**src/rtl/mv_uinst_gen_pkg.sv**
```systemverilog
`default_nettype none
// ============================================================================
//  Module   : mv_uinst_gen_pkg
//  Purpose  : Shared widths, FSM state encodings and accumulator-op codes
//             for the matrix-vector micro-instruction generator.
//  Revision : 1.0  initial release
// ============================================================================
package mv_uinst_gen_pkg;

    // Default slice geometry
    localparam int MVU_TAGW        = 4;
    localparam int MVU_RF_DEPTH    = 256;
    localparam int MVU_RF_ADDRW    = $clog2(MVU_RF_DEPTH);
    localparam int MVU_ACCUM_ADDRW = 4;
    localparam int MVU_LENW        = 8;
    localparam int MVU_ROWSW       = 8;
    localparam int MVU_UIW         = MVU_TAGW + MVU_RF_ADDRW + 1 + MVU_ACCUM_ADDRW + 2;

    // Accumulator operation encodings carried in the low two uinst bits
    localparam logic [1:0] ACC_OP_SET      = 2'b00;
    localparam logic [1:0] ACC_OP_ACC      = 2'b01;
    localparam logic [1:0] ACC_OP_SET_EMIT = 2'b10;
    localparam logic [1:0] ACC_OP_ACC_EMIT = 2'b11;

    // Sequencer states
    localparam logic [1:0] ST_IDLE   = 2'd0;
    localparam logic [1:0] ST_ISSUE  = 2'd1;
    localparam logic [1:0] ST_DRAIN  = 2'd2;
    localparam logic [1:0] ST_FINISH = 2'd3;

endpackage
`default_nettype wire

```
**src/rtl/mv_uinst_gen.sv**
```systemverilog
`default_nettype none
// ============================================================================
//  Module   : mv_uinst_gen
//  Purpose  : Expands one macro matrix-vector instruction into the per-cycle
//             micro-instruction stream {tag, rf_addr, load, accum_addr, op}
//             consumed by a matrix-vector slice.
//  Revision : 1.0  initial release
// ============================================================================
module mv_uinst_gen
    import mv_uinst_gen_pkg::*;
#(
    parameter int TAGW        = MVU_TAGW,
    parameter int MV_RF_ADDRW = MVU_RF_ADDRW,
    parameter int ACCUM_ADDRW = MVU_ACCUM_ADDRW,
    parameter int LENW        = MVU_LENW,
    parameter int ROWSW       = MVU_ROWSW,
    parameter int MVSLICE_UIW = TAGW + MV_RF_ADDRW + 1 + ACCUM_ADDRW + 2
) (
    input  logic                   clk,
    input  logic                   rst_n,
    input  logic [TAGW-1:0]        i_minst_tag,
    input  logic [MV_RF_ADDRW-1:0] i_minst_rf_base,
    input  logic [LENW-1:0]        i_minst_len,
    input  logic [ROWSW-1:0]       i_minst_rows,
    input  logic [ACCUM_ADDRW-1:0] i_minst_accum_base,
    input  logic                   i_minst_valid,
    output logic                   o_minst_ready,
    output logic [MVSLICE_UIW-1:0] o_uinst_data,
    output logic                   o_uinst_valid,
    input  logic                   i_uinst_ready,
    output logic                   o_busy,
    output logic                   o_done
);

    logic [1:0]             r_state;
    logic [1:0]             w_state_nxt;
    logic [TAGW-1:0]        r_tag;
    logic [LENW-1:0]        r_len;
    logic [ROWSW-1:0]       r_rows;
    logic [MV_RF_ADDRW-1:0] r_ptr;      // running register-file pointer
    logic [ACCUM_ADDRW-1:0] r_aptr;     // accumulator address of current row
    logic [ROWSW-1:0]       r_row;
    logic [LENW-1:0]        r_col;
    logic                   r_uvalid;
    logic [MVSLICE_UIW-1:0] r_udata;

    logic w_accept;
    logic w_load;
    logic w_col_last;
    logic w_row_last;
    logic w_first;
    logic w_xfer;
    logic [1:0] w_op;

    assign w_accept   = (r_state == ST_IDLE) && i_minst_valid;
    // Output register is free when empty or being drained this cycle
    assign w_load     = (r_state == ST_ISSUE) && (!r_uvalid || i_uinst_ready);
    assign w_xfer     = r_uvalid && i_uinst_ready;
    assign w_col_last = (r_col == r_len - LENW'(1));
    assign w_row_last = (r_row == r_rows - ROWSW'(1));
    assign w_first    = (r_row == '0) && (r_col == '0);

    // Accumulator op for the chunk about to be loaded
    always_comb begin
        w_op = ACC_OP_ACC;
        if (r_col == '0) begin
            w_op = (r_len == LENW'(1)) ? ACC_OP_SET_EMIT : ACC_OP_SET;
        end else if (w_col_last) begin
            w_op = ACC_OP_ACC_EMIT;
        end
    end

    // State register
    always_ff @(posedge clk or negedge rst_n) begin
        if (!rst_n) begin
            r_state <= ST_IDLE;
        end else begin
            r_state <= w_state_nxt;
        end
    end

    // Next-state decode
    always_comb begin
        w_state_nxt = r_state;
        case (r_state)
            ST_IDLE: begin
                if (i_minst_valid) begin
                    w_state_nxt = ((i_minst_len == '0) || (i_minst_rows == '0)) ? ST_FINISH : ST_ISSUE;
                end
            end
            ST_ISSUE: begin
                if (w_load && w_col_last && w_row_last) begin
                    w_state_nxt = ST_DRAIN;
                end
            end
            ST_DRAIN: begin
                if (w_xfer) begin
                    w_state_nxt = ST_FINISH;
                end
            end
            default: w_state_nxt = ST_IDLE;
        endcase
    end

    // State-derived status outputs
    always_comb begin
        o_minst_ready = (r_state == ST_IDLE);
        o_busy        = (r_state != ST_IDLE);
        o_done        = (r_state == ST_FINISH);
    end

    // Macro field latch, row/chunk counters and registered uinst output
    always_ff @(posedge clk or negedge rst_n) begin
        if (!rst_n) begin
            r_tag    <= '0;
            r_len    <= '0;
            r_rows   <= '0;
            r_ptr    <= '0;
            r_aptr   <= '0;
            r_row    <= '0;
            r_col    <= '0;
            r_uvalid <= 1'b0;
            r_udata  <= '0;
        end else if (w_accept) begin
            r_tag  <= i_minst_tag;
            r_len  <= i_minst_len;
            r_rows <= i_minst_rows;
            r_ptr  <= i_minst_rf_base;
            r_aptr <= i_minst_accum_base;
            r_row  <= '0;
            r_col  <= '0;
        end else if (w_load) begin
            r_udata  <= {r_tag, r_ptr, w_first, r_aptr, w_op};
            r_uvalid <= 1'b1;
            r_ptr    <= r_ptr + MV_RF_ADDRW'(1);
            if (w_col_last) begin
                r_col  <= '0;
                r_row  <= r_row + ROWSW'(1);
                r_aptr <= r_aptr + ACCUM_ADDRW'(1);
            end else begin
                r_col  <= r_col + LENW'(1);
            end
        end else if (w_xfer) begin
            r_uvalid <= 1'b0;
        end
    end

    assign o_uinst_valid = r_uvalid;
    assign o_uinst_data  = r_udata;

endmodule
`default_nettype wire

```
**config.mk**
```make
export PLATFORM = sky130hd
export DESIGN_NAME = mv_uinst_gen
export DESIGN_NICKNAME = d
export VERILOG_FILES = /design/src/rtl/mv_uinst_gen_pkg.sv /design/src/rtl/mv_uinst_gen.sv
export SDC_FILE = /design/constraint.sdc
export NUM_CORES = 1
export LEC_CHECK = 0
export ABC_AREA = 1
export ABC_CLOCK_PERIOD_IN_PS = 2610
export CORE_MARGIN = 2
export CORE_UTILIZATION = 50
export DETAILED_ROUTE_END_ITERATION = 8
export GPL_ROUTABILITY_DRIVEN = 0
export HOLD_SLACK_MARGIN = 0.08
export PLACE_DENSITY = 0.75
export SYNTH_ARGS = -nofsm -noshare
export SYNTH_HDL_FRONTEND = slang
export SYNTH_SLANG_ARGS = --single-unit
```
**constraint.sdc**
```tcl
create_clock -name clk -period 2.61 [get_ports clk]
set_input_delay 0.522 -clock clk [delete_from_list [all_inputs] [get_ports clk]]
set_output_delay 0.522 -clock clk [all_outputs]
set_load 0.01 [all_outputs]
```
==> out/results.tsv, run 1 <==
metric	value	unit
status	complete, no violations	
worstPathArrival	1.70	ns
post-cts-setup-buffers	0	
io_buffers	58	
fin_crit	2.221	ns
ir_drop	0.4649	mV
drt_pass1_iterations	4	
regArea	1752	um2
yosysTopAreaCellShare	45.18	%
rsz0062_at_grt	no	
drv_slew	0	
ant_nets	0	
die_y	92.06	um
hold_violations	0	
start_kind	flop	
avgSynthCellArea	7.693	um2
fp.coreArea	7607	um2
num_vias	3443	
grt_pass1_vias	3459	
p_leak	2.294	nW
drt-total-wl	8.797	mm
diodes	0	
cp_max_fo	5	
dpl.hpwl	6.606	mm
synth-edff-count	0	
syn_nets	553	
yosys.cell_count.top_type	nand2_1	
drt_iter0_drc	150	
yosysWarnings	0	
multi_input_area	1824	um2
via_per_inst	5.108	
wl_per_cell	13.05	um
die_w	92.06	um
tightest_slew	0.7633	ns
ys_ff_latch	70	
antenna_found_initial	0	
synth_flop_cell	dfrtp_1	
fin_crit_sh	85.08	%
numClockSinks	70	
nNetsFinal	616	
grtUsageTotal	22.38	%
gr-total-overflow	0	
layout-drive-gt1-share	6.818	%
cts_max_level	3	
path_class	flop to output pin	
max_cap_violations	0	
grt_max_degree	54	
grt_pass1_wl	15.26	mm
clock_latency	0.34	ns
setup_viol	0	
synth_area_leaders	dfrtp_1 45%, nand2_1 16%, inv_1 5.8%, ha_1 4.2%, xor2_1 4.1%	
utilization	62.45	%
synth-seq-area-share	45.18	%
hold_buffers	0	
clockBufferDepth	2	
netlist_instances	504	
clk_pin_slew_worst_paths	0.08	ns
power.density	1090	nW/um2
async_flop_share	100.0	%
cts_buffers	9	
yosysTopAreaCell	dfrtp_1	
worstPathRequired	2.09	ns
rows	32	
synth_area	3877	um2
timing.setup.tns	0	ns
cts_root_buf	clkbuf_8	
slew_headroom	49.06	%
cts_resized	0	
fmax	0.4503	GHz
holdWs	0.1067	ns
cts_tree	done	
initial_core_util	50.97	%
hp-class	input port to async pin	
end_kind	output pin	
synth.distinct_cells	36	
io_pins	59	
synthTopCellsByCount	161 x nand2_1, 70 x dfrtp_1, 60 x inv_1	
syn2layout_area_growth	22.52	%
final.setup_skew	0.009802	ns
n_fill_cell	669	
die-area	8475	um2
drc	0	
-- path summary, 6_finish.rpt --
check,slack (ns),to,depth (start not counted),from
worst min-delay path,0.11,o_uinst_data[18],1,rst_n
min in group clk,0.47,o_uinst_data[17],2,o_uinst_data[17]
worst max-delay path,0.39,o_busy,4,r_state[0]
worst min register to register,0.47,o_uinst_data[17],2,o_uinst_data[17]
max in group asynchronous,1.78,r_len[6],2,rst_n
worst max register to register,0.42,r_row[7],14,r_len[0]
-- sequential cells by signal, summed over array words and instances, names as in the netlist --
register       flops
r_len              8
o_uinst_valid      1
r_ptr              8
r_state            2
r_aptr             4
o_uinst_data      19
r_row              8
r_rows             8
r_col              8
r_tag              4
-- cells by family (layout without fill, tap and decap cells) --
family,after synthesis,after routing,share of synthesized area [%]
AND/OR/NAND/NOR,257,257,28.11
XOR/XNOR,25,25,5.647
AO/OA/AOI/OAI,61,61,9.100
buffers and inverters,78,146,7.776
adder cells (fa/ha/maj),13,13,4.195
flip-flops,70,70,45.18
-- worst max-delay path: stages (launching register included) --
cell	delay (ns)
dfrtp_1	0.41
inv_1	0.09
ha_1	0.25
inv_1	0.08
clkdlybuf4s50_1	0.54
-- where the power goes --
group	internal [mW]	switching, mW	total [mW]	leakage, nW
Combinational	1.04	1.43	2.47	1.33
Sequential	1.51	0.386	1.90	0.882
Clock	0.374	0.436	0.810	0.0849
-- metrics by stage --
| stage | worst slack (ns) | total power [mW] | area, um2 | std cells |
|---|---|---|---|---|
| after floorplan | 0.7406 | 3.540 | 3877 | 504 |
| after global placement | 0.3934 | 4.276 | 4568 | 658 |
| after detailed placement | 0.3521 | 4.384 | 4568 | 658 |
| after CTS | 0.3846 | 5.207 | 4751 | 674 |
| after global routing | 0.1143 | 5.665 | 4751 | 674 |
| final | 0.3893 | 5.179 | 4751 | 674 |
-- layer usage --
metal	GRT usage [%]	share of wire (%)	wire length (um)
met4	7.960	1.6	137
met3	3.780	2.1	189
met1	27.05	45	3950
met2	40.20	51	4520
met5	0	0	0
-- area by class of cell --
cell class	count	area share, %
Clock buffer	10	2.897
Multi-Input combinational cell	356	38.40
Sequential cell	70	36.87
Tap cell	102	2.686
Clock inverter	6	0.9481
Timing Repair Buffer	63	12.90
Inverter	67	5.294
-- placed cells by master (no fill, tap or decap), types with 8 or more instances in the layout --
cell type and instances:
nor2_1 38, dfrtp_1 70, inv_1 60, nand3_1 27, o21ai_0 27, ha_1 13
xor2_1 18, clkdlybuf4s50_1 57, nand4_1 8, nand2_1 161, clkbuf_8 10, a21oi_1 10
No activity file was read; power rests on OpenSTA's default activity.
==> run 2: changes to the inputs <==
--- a/config.mk
+++ b/config.mk
@@ -7,12 +7,14 @@
 export LEC_CHECK = 0
 export ABC_AREA = 1
 export ABC_CLOCK_PERIOD_IN_PS = 2610
+export CELL_PAD_IN_SITES_DETAIL_PLACEMENT = 0
+export CELL_PAD_IN_SITES_GLOBAL_PLACEMENT = 1
 export CORE_MARGIN = 2
-export CORE_UTILIZATION = 50
+export CORE_UTILIZATION = 40
 export DETAILED_ROUTE_END_ITERATION = 8
 export GPL_ROUTABILITY_DRIVEN = 0
 export HOLD_SLACK_MARGIN = 0.08
-export PLACE_DENSITY = 0.75
+export PLACE_DENSITY_LB_ADDON = 0.1
 export SYNTH_ARGS = -nofsm -noshare
 export SYNTH_HDL_FRONTEND = slang
 export SYNTH_SLANG_ARGS = --single-unit
==> run 2 against run 1 <==
Critical path depth grew 10. Maximum frequency shrank 1.3%. Sequential cell count is the same. Routed wire length grew 4.6%. Sequential power is essentially flat. Die area grew 24%.
==> out/results.tsv, run 2 (synthesis results as in run 1) <==
metric	value	unit	change
final.setup_skew	0.01166	ns	+0.001860 ns
fin_ws	0.3591	ns	-0.03021 ns
num_vias	3336		-3.1%
top_layer_used	met4		
status	complete, no violations		
worstPathRequired	2.84	ns	+0.75 ns
design_area	4812	um2	+1.3%
largest_reg_flops	19		unchanged
initial_core_util	41.57	%	-9.4 points
power.density	1092	nW/um2	+0.16%
drt_iter0_drc	95		-37%
die_y	102.5	um	+11%
ir_drop	0.4032	mV	-13%
drt-total-wl	9.201	mm	+4.6%
worstPathArrival	2.48	ns	+0.78 ns
post-cts-setup-buffers	0		unchanged
cp_max_fo	11		+6
clockBufferDepth	2		unchanged
met3WireLength	265	um	+40%
max_cap_violations	0		unchanged
reg2reg_depth	14		unchanged
dpl.hpwl	6.770	mm	+2.5%
wl_met2	4.464	mm	-1.2%
placed_cell_area	4614	um2	+1.0%
grt_pass1_vias	3312		-4.2%
worst_path_max_delay_cell	dfrtp_1		
rr_endpoint	r_row[4]		
crit_path_max_incr_delay	0.41	ns	-0.13 ns
rsz0062_at_grt	no		
hold_violations	0		unchanged
die-area	10500	um2	+24%
dp_slack	0.3248	ns	-0.02739 ns
layout_common_cells	161 x nand2_1, 70 x dfrtp_1, 60 x inv_1		
nNetsFinal	616		unchanged
crit_family	simple AND/OR/NAND/NOR gates		
end_kind	flop		
layout-drive-gt1-share	6.643	%	-0.17 points
r2r_start	r_len[0]		
n_fill_cell	927		+39%
cp_common_cell	nand2_1		
clock_latency	0.35	ns	about the same
rows	35		+9.4%
drc	0		unchanged
grtUsageTotal	19.32	%	-3.1 points
io_buffers	58		unchanged
ant_nets	0		unchanged
syn2layout_area_growth	24.10	%	
start_kind	flop		
fin_crit_sh	86.24	%	+1.2 points
drt_pass1_iterations	4		unchanged
diodes	0		unchanged
cts_root_buf	clkbuf_8		
timing.setup.tns	0	ns	unchanged
gr-total-overflow	0		unchanged
p_leak	2.303	nW	+0.38%
numClockSinks	70		unchanged
path_class	flop to flop		
path_buf_inv	3		unchanged
cts_max_level	3		unchanged
hp-class	input port to async pin		
timing.reg2reg.setup_slack	0.36	ns	-0.06 ns
cts_tree	done		
fmax	0.4443	GHz	-1.3%
drv_slew	0		unchanged
grt_pass1_wl	15.73	mm	+3.0%
wl_met1	4.380	mm	+11%
crit_chain	inv_2, ha_1, nand2_1, inv_1, nor2_1, nand2_1, nor2_2, nand3_2, nor2_4, nand3_4, nand2_2, inv_1, nand2_1, o31ai_1		
cts_buffers	9		unchanged
hold_buffers	0		unchanged
setup_viol	0		unchanged
fin_crit	2.251	ns	+0.03021 ns
antenna_found_initial	0		unchanged
wl_per_cell	13.13	um	+0.56%
slew_headroom	51.88	%	+2.8 points
io_pins	59		unchanged
clk_pin_slew_worst_paths	0.08	ns	about the same
grt_max_degree	54		unchanged
final_common_cell	nand2_1		
fp.coreArea	9328	um2	+23%
cts_resized	0		unchanged
via_per_inst	4.759		-6.8%
die_w	102.5	um	+11%
tightest_slew	0.7210	ns	-0.04229 ns
-- run 2: how the worst max path moves through the flow --
stage,startpoint,end,slack [ns],cells after the start
detailed placement,i_minst_valid,r_row[7],0.32,7
global placement,i_minst_valid,r_row[0],0.34,7
CTS,r_state[0],o_busy,0.34,4
floorplan,r_len[0],r_row[3],0.74,15
global route,r_len[0],r_row[4],0.09,14
finish,r_len[0],r_row[4],0.36,14
-- run 2: cell type report --
class	instances	area, um2	share of cell area (%)
clock buffers	10	127.6	2.652
clock inverters	6	70.07	1.456
inverters	67	251.5	5.226
multi-input cells	356	1824	37.91
flip-flops and latches	70	1752	36.40
well taps	129	161.4	3.354
repair buffers	63	625.6	13.00
-- run 2: metal layers --
layer / vias up / global-route usage, %
met5: - / 0
met4: 0 / 5.744
met3: 8 / 3.625
met2: 41 / 32.13
li1: 1724 / -
met1: 1563 / 25.70
-- run 2: metrics by stage --
stage               std cells  hold slack [ns]  util (%)  power, mW
floorplan                 504           0.2264         -      3.540
global placement          685           0.4541     49.47      4.342
detailed placement        685           0.4576     49.47      4.397
CTS                       701           0.1565     51.59      5.315
global route              701           0.1848     51.59      5.798
finish                    701           0.1465     51.59      5.254
-- run 2: power by group --
| part | leakage, nW | internal, mW | switching [mW] |
|---|---|---|---|
| Combinational | 1.33 | 1.04 | 1.41 |
| Sequential | 0.882 | 1.51 | 0.393 |
| Clock | 0.0891 | 0.447 | 0.455 |
-- run 2: worst reg2reg max path, delay by kind of cell (launching register included) --
kind | cells | cell delay [ns]
DFF | 1 | 0.41
AOI/OAI and AO/OA | 1 | 0.08
buffers and inverters | 3 | 0.30
adders and majority gates | 1 | 0.31
and+or+nand+nor | 9 | 1.03
==> run 3: changes to the inputs <==
--- a/config.mk
+++ b/config.mk
@@ -11,8 +11,8 @@
 export CELL_PAD_IN_SITES_GLOBAL_PLACEMENT = 1
 export CORE_MARGIN = 2
 export CORE_UTILIZATION = 40
+export CTS_CLUSTER_SIZE = 16
 export DETAILED_ROUTE_END_ITERATION = 8
-export GPL_ROUTABILITY_DRIVEN = 0
 export HOLD_SLACK_MARGIN = 0.08
 export PLACE_DENSITY_LB_ADDON = 0.1
 export SYNTH_ARGS = -nofsm -noshare
==> results of run 3 <==
Same layout as run 2: the final DEF is identical, and so are final timing and power.
